==> config.mk <==
export PLATFORM = sky130hd
export DESIGN_NAME = gpr_mp
export DESIGN_NICKNAME = d
export VERILOG_FILES = /design/src/rtl/gpr_mp.sv
export SDC_FILE = /design/constraint.sdc
export NUM_CORES = 2
export LEC_CHECK = 0
export CAP_MARGIN = 25
export CORE_ASPECT_RATIO = 1.25
export CORE_MARGIN = 1.5
export CORE_UTILIZATION = 25
export CTS_CLUSTER_SIZE = 40
export DETAILED_ROUTE_END_ITERATION = 12
export PLACE_DENSITY_LB_ADDON = 0.08
export REMOVE_ABC_BUFFERS = 1
export SYNTH_ARGS = -nofsm -noshare
export SYNTH_HDL_FRONTEND = slang
export SYNTH_SLANG_ARGS = --single-unit
export TNS_END_PERCENT = 30
==> constraint.sdc <==
create_clock -name clk -period 6.04 [get_ports clk]
set_input_delay 1.812 -clock clk [delete_from_list [all_inputs] [get_ports clk]]
set_output_delay 1.812 -clock clk [all_outputs]
set_load 0.03 [all_outputs]
==> src/rtl/gpr_mp.sv <==
// Multi-port general purpose register file with per-byte writes, same-cycle
// write-to-read bypass, optional hard-wired zero register and busy scoreboard.
module gpr_mp #(
    parameter int DATA_W   = 32,
    parameter int ADDR_W   = 5,
    parameter int NUM_RD   = 2,
    parameter int NUM_WR   = 2,
    parameter int ZERO_REG = 1,
    parameter int BYPASS   = 1
) (
    input  logic                           clk,
    input  logic                           reset,
    input  logic [NUM_RD*ADDR_W-1:0]       rd_addr,
    output logic [NUM_RD*DATA_W-1:0]       rd_data,
    output logic [NUM_RD-1:0]              rd_busy,
    input  logic [NUM_WR-1:0]              we_,
    input  logic [NUM_WR*ADDR_W-1:0]       wr_addr,
    input  logic [NUM_WR*DATA_W-1:0]       wr_data,
    input  logic [NUM_WR*(DATA_W/8)-1:0]   wr_be,
    input  logic [NUM_WR-1:0]              wr_clr,
    input  logic                           sb_set_,
    input  logic [ADDR_W-1:0]              sb_addr
);
    localparam int REG_NUM = 2**ADDR_W;
    localparam int NB      = DATA_W / 8;

    logic [DATA_W-1:0]  r_regs [REG_NUM];
    logic [REG_NUM-1:0] r_busy;
    logic [REG_NUM-1:0] w_busy_set;
    logic [REG_NUM-1:0] w_busy_clr;
    logic [REG_NUM-1:0] w_busy_nxt;

    // Ports are visited in ascending order so the highest-index port wins a shared byte.
    always_ff @(posedge clk or negedge reset) begin
        if (!reset) begin
            for (int r = 0; r < REG_NUM; r++) begin
                r_regs[r] <= '0;
            end
            r_busy <= '0;
        end else begin
            for (int r = 0; r < REG_NUM; r++) begin
                if (!(ZERO_REG != 0 && r == 0)) begin
                    for (int j = 0; j < NUM_WR; j++) begin
                        for (int b = 0; b < NB; b++) begin
                            if (!we_[j] && wr_addr[j*ADDR_W +: ADDR_W] == ADDR_W'(r)
                                && wr_be[j*NB + b]) begin
                                r_regs[r][b*8 +: 8] <= wr_data[j*DATA_W + b*8 +: 8];
                            end
                        end
                    end
                end
            end
            r_busy <= w_busy_nxt;
        end
    end

    always_comb begin
        w_busy_set = '0;
        w_busy_clr = '0;
        for (int j = 0; j < NUM_WR; j++) begin
            if (!we_[j] && wr_clr[j]) begin
                w_busy_clr[wr_addr[j*ADDR_W +: ADDR_W]] = 1'b1;
            end
        end
        if (!sb_set_) begin
            w_busy_set[sb_addr] = 1'b1;
        end
        if (ZERO_REG != 0) begin
            w_busy_set[0] = 1'b0;
        end
    end

    // A new producer issued in the same cycle as a clearing write keeps the register busy.
    assign w_busy_nxt = w_busy_set | (r_busy & ~w_busy_clr);

    always_comb begin
        rd_data = '0;
        rd_busy = '0;
        for (int k = 0; k < NUM_RD; k++) begin
            rd_data[k*DATA_W +: DATA_W] = r_regs[rd_addr[k*ADDR_W +: ADDR_W]];
            rd_busy[k]                  = r_busy[rd_addr[k*ADDR_W +: ADDR_W]];
            if (BYPASS != 0) begin
                for (int j = 0; j < NUM_WR; j++) begin
                    if (!we_[j] && wr_addr[j*ADDR_W +: ADDR_W] == rd_addr[k*ADDR_W +: ADDR_W]) begin
                        for (int b = 0; b < NB; b++) begin
                            if (wr_be[j*NB + b]) begin
                                rd_data[k*DATA_W + b*8 +: 8] = wr_data[j*DATA_W + b*8 +: 8];
                            end
                        end
                        if (wr_clr[j]) begin
                            rd_busy[k] = 1'b0;
                        end
                    end
                end
            end
            if (ZERO_REG != 0 && rd_addr[k*ADDR_W +: ADDR_W] == '0) begin
                rd_data[k*DATA_W +: DATA_W] = '0;
                rd_busy[k]                  = 1'b0;
            end
        end
    end

endmodule

==> results.txt <==
* Result of the run: complete, but fails checks
* Violations in the final reports: negative setup slack
- Yosys mapped a number of flops with a built-in enable equal to 0.
- Final wirelength: around 360000 microns
- Width of the die: about 470 microns
* Critical R2R Capture: r_busy[24]
* Static leakage power: approximately 41 nW
- The portion of synthesized area spent on multiplexers is 31.39%.
- The die covers 272300 sq um.
- STA classifies the critical path startpoint as an input pin.
- In this run the count of I/O pins placed on the die edge is 170.
* Remaining max-slew budget at the tightest pin: 29.43%
- Hold Crit Depth: 2
- Crit end category: primary output
* DP Cell Count: 10680
* Warnings, synthesis: 32
- In this run, the combinational gates consume 28.5% of the power.
- In this run the critical register-to-register path is launched from r_busy[24].
- After Yosys synthesis, full adders, half adders and majority gates account for 0% of the synthesized area.
- Between clock sinks in the finished design, the worst skew comes to 0 ns.
* Average wire per cell in the routed design: 32.75 microns
* Leading area contributor after synthesis: sky130_fd_sc_hd__dfrtp_1
* Total via count in the routed design: 58640
- The synthesized netlist devotes 14.41% of its cell area to compound gates.
- DRC violations left: 0
- Total congestion overflow: 0
* Antenna violations before repair: 31
- In this run the vertical extent of the chip is 583.0 microns.
* Post-detailed-placement half-perimeter wirelength: 255900 microns
- Post-route minimum period: 6.058 ns
* Pint: 17.18 mW
* Starting DRC count in detailed routing: 5685
- Summing all non-filler instances in the final layout gives an area of 82390 sq um.
- Worst Path Arrival: 4.25 ns
- In this run the remaining antenna-violating nets after routing total 0.
* First-pass DRT Iterations: 8
- Setup slack at placement: -1.039 ns
* Aggregate negative setup slack: -0.01763 ns
- After detailed routing, the number of vias per cell comes to between 5 and 6.
* Share of total power in the clock network: 32.4%
- The number of hold violations in the final report is 0.
* Least setup slack across all paths after layout: -0.01763 ns
- Worst Reg-to-Reg Cells: 2
- Based on the critical path, the design can be clocked at up to 165.1 MHz.
- In this run the standard cell core region covers 267100 sq um.
- The congestion estimate from routability-driven global placement came to about 0.92.
* Largest buffer count on any clock path: 4
* Transition time at the pin with the least slew margin: 1.053 ns
- On the final layout, the worst hold slack is 0.5049 ns.
- Measured on the finished design, the core utilization comes to between 30% and 40%.
- Overall power consumption after layout is estimated at 26.01 mW.
* Via count of the first global-routing pass: 57760
* Most common library cell in the layout ignoring fill and taps: sky130_fd_sc_hd__mux2i_1
- Fraction of layout cells with a size suffix above 1: 21.25%
- Class of the tightest hold or removal check: register to register
- Hold-fix buffer count after cts: 0
- The worst path uses 100.3% of the clock period.
* Most frequent cells in the layout: sky130_fd_sc_hd__mux2i_1, sky130_fd_sc_hd__nor2_1, sky130_fd_sc_hd__dfrtp_1
- Data on the critical path is required at its endpoint by approximately 4.2 ns.
* Mean instance size in the synthesized netlist: 9.648 sq um
- Compared with the post-synthesis result, the final layout area differs by 22.45%.
- For the worst-skew pair, the clock arrives at the later sink with an insertion delay of a little over 0.8 ns.
- Counting distinct cell types in the post-synthesis netlist gives 71.
- CTS buffer count: between 100 and 150
- The initial utilization of the core area, before any placement, comes to between 20% and 30%.
* Post-Layout Cell Count: 10940
* Maximum ir drop on the vdd rail: 0.0001734 V
- TritonCTS built the clock tree.
* Power density over the cells: 315.7 nW/um^2
* Xor/xnor cell area share of the yosys netlist: less than 1%
- Mapped cell area: 67280 sq um
- Summed over its instances, the top area cell type makes up 38.09% of the synthesized netlist area.
- Global routing used 25.68% of the available tracks across all layers.
* Switch share: 33.93%
* Pin count of the biggest net entering global routing: 102
- The critical path in this run is classified as input pin to primary output.
- Setup repair after global routing missed its margin: yes
* Cell at the root of the clock tree: sky130_fd_sc_hd__clkbuf_16
- The floorplan has 212 rows.
- The filler cells instantiated in the layout total about 28000.
- During placement, the flow inserted port buffers numbering 169.
- The worst hold path terminates at r_regs[8].
- Standard cell area after detailed placement: 76860 sq um
- In this run, synthesis produced a sequential element count of 1024.
- Most area-consuming cells after synthesis: sky130_fd_sc_hd__dfrtp_1, sky130_fd_sc_hd__mux2i_1, sky130_fd_sc_hd__a21oi_1
- For this design the total switching power over the nets is 8.826 mW.
* Nets: around 7400
* Number of max-slew violations in the final report: 0
* Main combinational cell family by area after synthesis: multiplexers
- Flop pwr share: 39.1%
- Of all nets on the critical path, the largest fanout is 11.
* Number of clock sinks seen by CTS: between 1000 and 1500
- Max Cap Violations: 0
- CTS H-tree lvls: 4
- After clock tree synthesis, the clock-pin slew on the worst setup and hold paths is 0.05 ns.
* Proportion of synthesized chip area in sequential cells: a little under two fifths
* Post-synthesis instance total: 6974
- Setup violations remaining at the end of the flow were counted as 1.
* Main synth FF type: sky130_fd_sc_hd__dfrtp_1
* Simple logic cell fraction of the synthesized area: a little over a tenth
* Synth async-reset ratio: 100.0%
* First-pass GRT wire length: 492100 microns
- Setup slack on the worst reg-to-reg path comes out at roughly 5.2 ns.
- Worst hold start: r_regs[8]
## per-layer routing
metal	GRT usage, %	share of wire [%]	vias up
li1	-	-	26130
met1	32.83	42	29840
met2	43.14	48	2062
met3	3.475	5.1	590
met4	10.82	4.7	20
met5	0	0.038	-
## how the worst max path moves through the flow
stage	start	end	slack, ns	cells past startpoint
detailed placement	rd_addr[3]	rd_data[2]	-1.04	12
global placement	rd_addr[3]	rd_data[2]	-1.12	12
floorplan	rd_addr[7]	rd_data[62]	-0.84	6
finish	wr_addr[6]	rd_data[2]	-0.02	12
global route	rd_addr[6]	rd_data[32]	-0.04	11
CTS	rd_addr[6]	rd_data[34]	-0.05	12
## cell usage after synthesis, types with 4 or more instances
library cell	number
sky130_fd_sc_hd__a2111o_1	10
sky130_fd_sc_hd__a2111oi_0	43
sky130_fd_sc_hd__a2111oi_1	4
sky130_fd_sc_hd__a211oi_1	14
sky130_fd_sc_hd__a21oi_1	1009
sky130_fd_sc_hd__a221o_1	16
sky130_fd_sc_hd__a221oi_1	71
sky130_fd_sc_hd__a22o_1	6
sky130_fd_sc_hd__a22oi_1	215
sky130_fd_sc_hd__a31oi_1	8
sky130_fd_sc_hd__a32oi_1	6
sky130_fd_sc_hd__and2_1	8
sky130_fd_sc_hd__and3_1	22
sky130_fd_sc_hd__buf_1	59
sky130_fd_sc_hd__buf_2	73
sky130_fd_sc_hd__buf_4	73
sky130_fd_sc_hd__buf_6	37
sky130_fd_sc_hd__buf_8	8
sky130_fd_sc_hd__clkbuf_1	439
sky130_fd_sc_hd__dfrtp_1	1024
sky130_fd_sc_hd__inv_1	11
sky130_fd_sc_hd__mux2_2	127
sky130_fd_sc_hd__mux2i_1	1537
sky130_fd_sc_hd__mux4_2	191
sky130_fd_sc_hd__nand2_1	344
sky130_fd_sc_hd__nand2_2	42
sky130_fd_sc_hd__nand2b_1	9
sky130_fd_sc_hd__nand3_1	116
sky130_fd_sc_hd__nand3b_1	7
sky130_fd_sc_hd__nor2_1	1127
sky130_fd_sc_hd__nor2b_1	13
sky130_fd_sc_hd__nor3_1	18
sky130_fd_sc_hd__nor4_1	15
sky130_fd_sc_hd__nor4_4	4
sky130_fd_sc_hd__o211ai_1	9
sky130_fd_sc_hd__o21ai_0	53
sky130_fd_sc_hd__o21ai_1	7
sky130_fd_sc_hd__o221ai_1	46
sky130_fd_sc_hd__o22ai_1	66
sky130_fd_sc_hd__o32ai_1	14
sky130_fd_sc_hd__or2_2	4
sky130_fd_sc_hd__or3b_2	4
sky130_fd_sc_hd__xor2_1	20
## worst max-delay path, cell delays in order
cell	delay, ns
sky130_fd_sc_hd__dlygate4sd2_1	0.35
sky130_fd_sc_hd__buf_6	0.20
sky130_fd_sc_hd__xor2_1	0.20
sky130_fd_sc_hd__nor2_1	0.09
sky130_fd_sc_hd__and2_4	0.16
sky130_fd_sc_hd__buf_4	0.17
sky130_fd_sc_hd__nand2_2	0.18
sky130_fd_sc_hd__nand2_1	0.08
sky130_fd_sc_hd__buf_4	0.20
sky130_fd_sc_hd__o32ai_4	0.46
sky130_fd_sc_hd__buf_4	0.20
sky130_fd_sc_hd__buf_12	0.11
## cell families after synthesis
logic type | count (synthesis)
mux | 1855
simple gates | 1756
compound gates | 1613
flops | 1024
buf+inv | 706
xor+xnor | 20
## power groups by stage
stage	clock, mW	combinational (mW)	sequential, mW
after floorplan	0	4.24	9.71
after global placement	0	7.23	10.2
after detailed placement	0	7.28	10.3
after CTS	8.64	7.41	10.1
after global routing	8.87	7.97	10.4
final	8.42	7.41	10.2
## final cells by class
type                       count  area, sq um  share of cell area [%]
tap                         3531         4418                   5.362
sequential                  1024        25620                   31.10
clock inverter                25        244.0                  0.2961
inverter                      14        52.55                 0.06378
antenna                       14        35.03                 0.04252
clock buffer                 211         4177                   5.069
timing repair buffer         881         8792                   10.67
multi-input combinational   5244        39040                   47.39
## sequential cells by signal, indices dropped and copies added, names as in the netlist
register  flops
r_busy       32
r_regs      992
## timing repair
item	in CTS	in global routing
buffers inserted	12	3
cloned	2	0
gates resized for setup	143	58
pin swaps	17	7
setup endpoints to repair	66	55
Power figures use the tool's default switching activity.
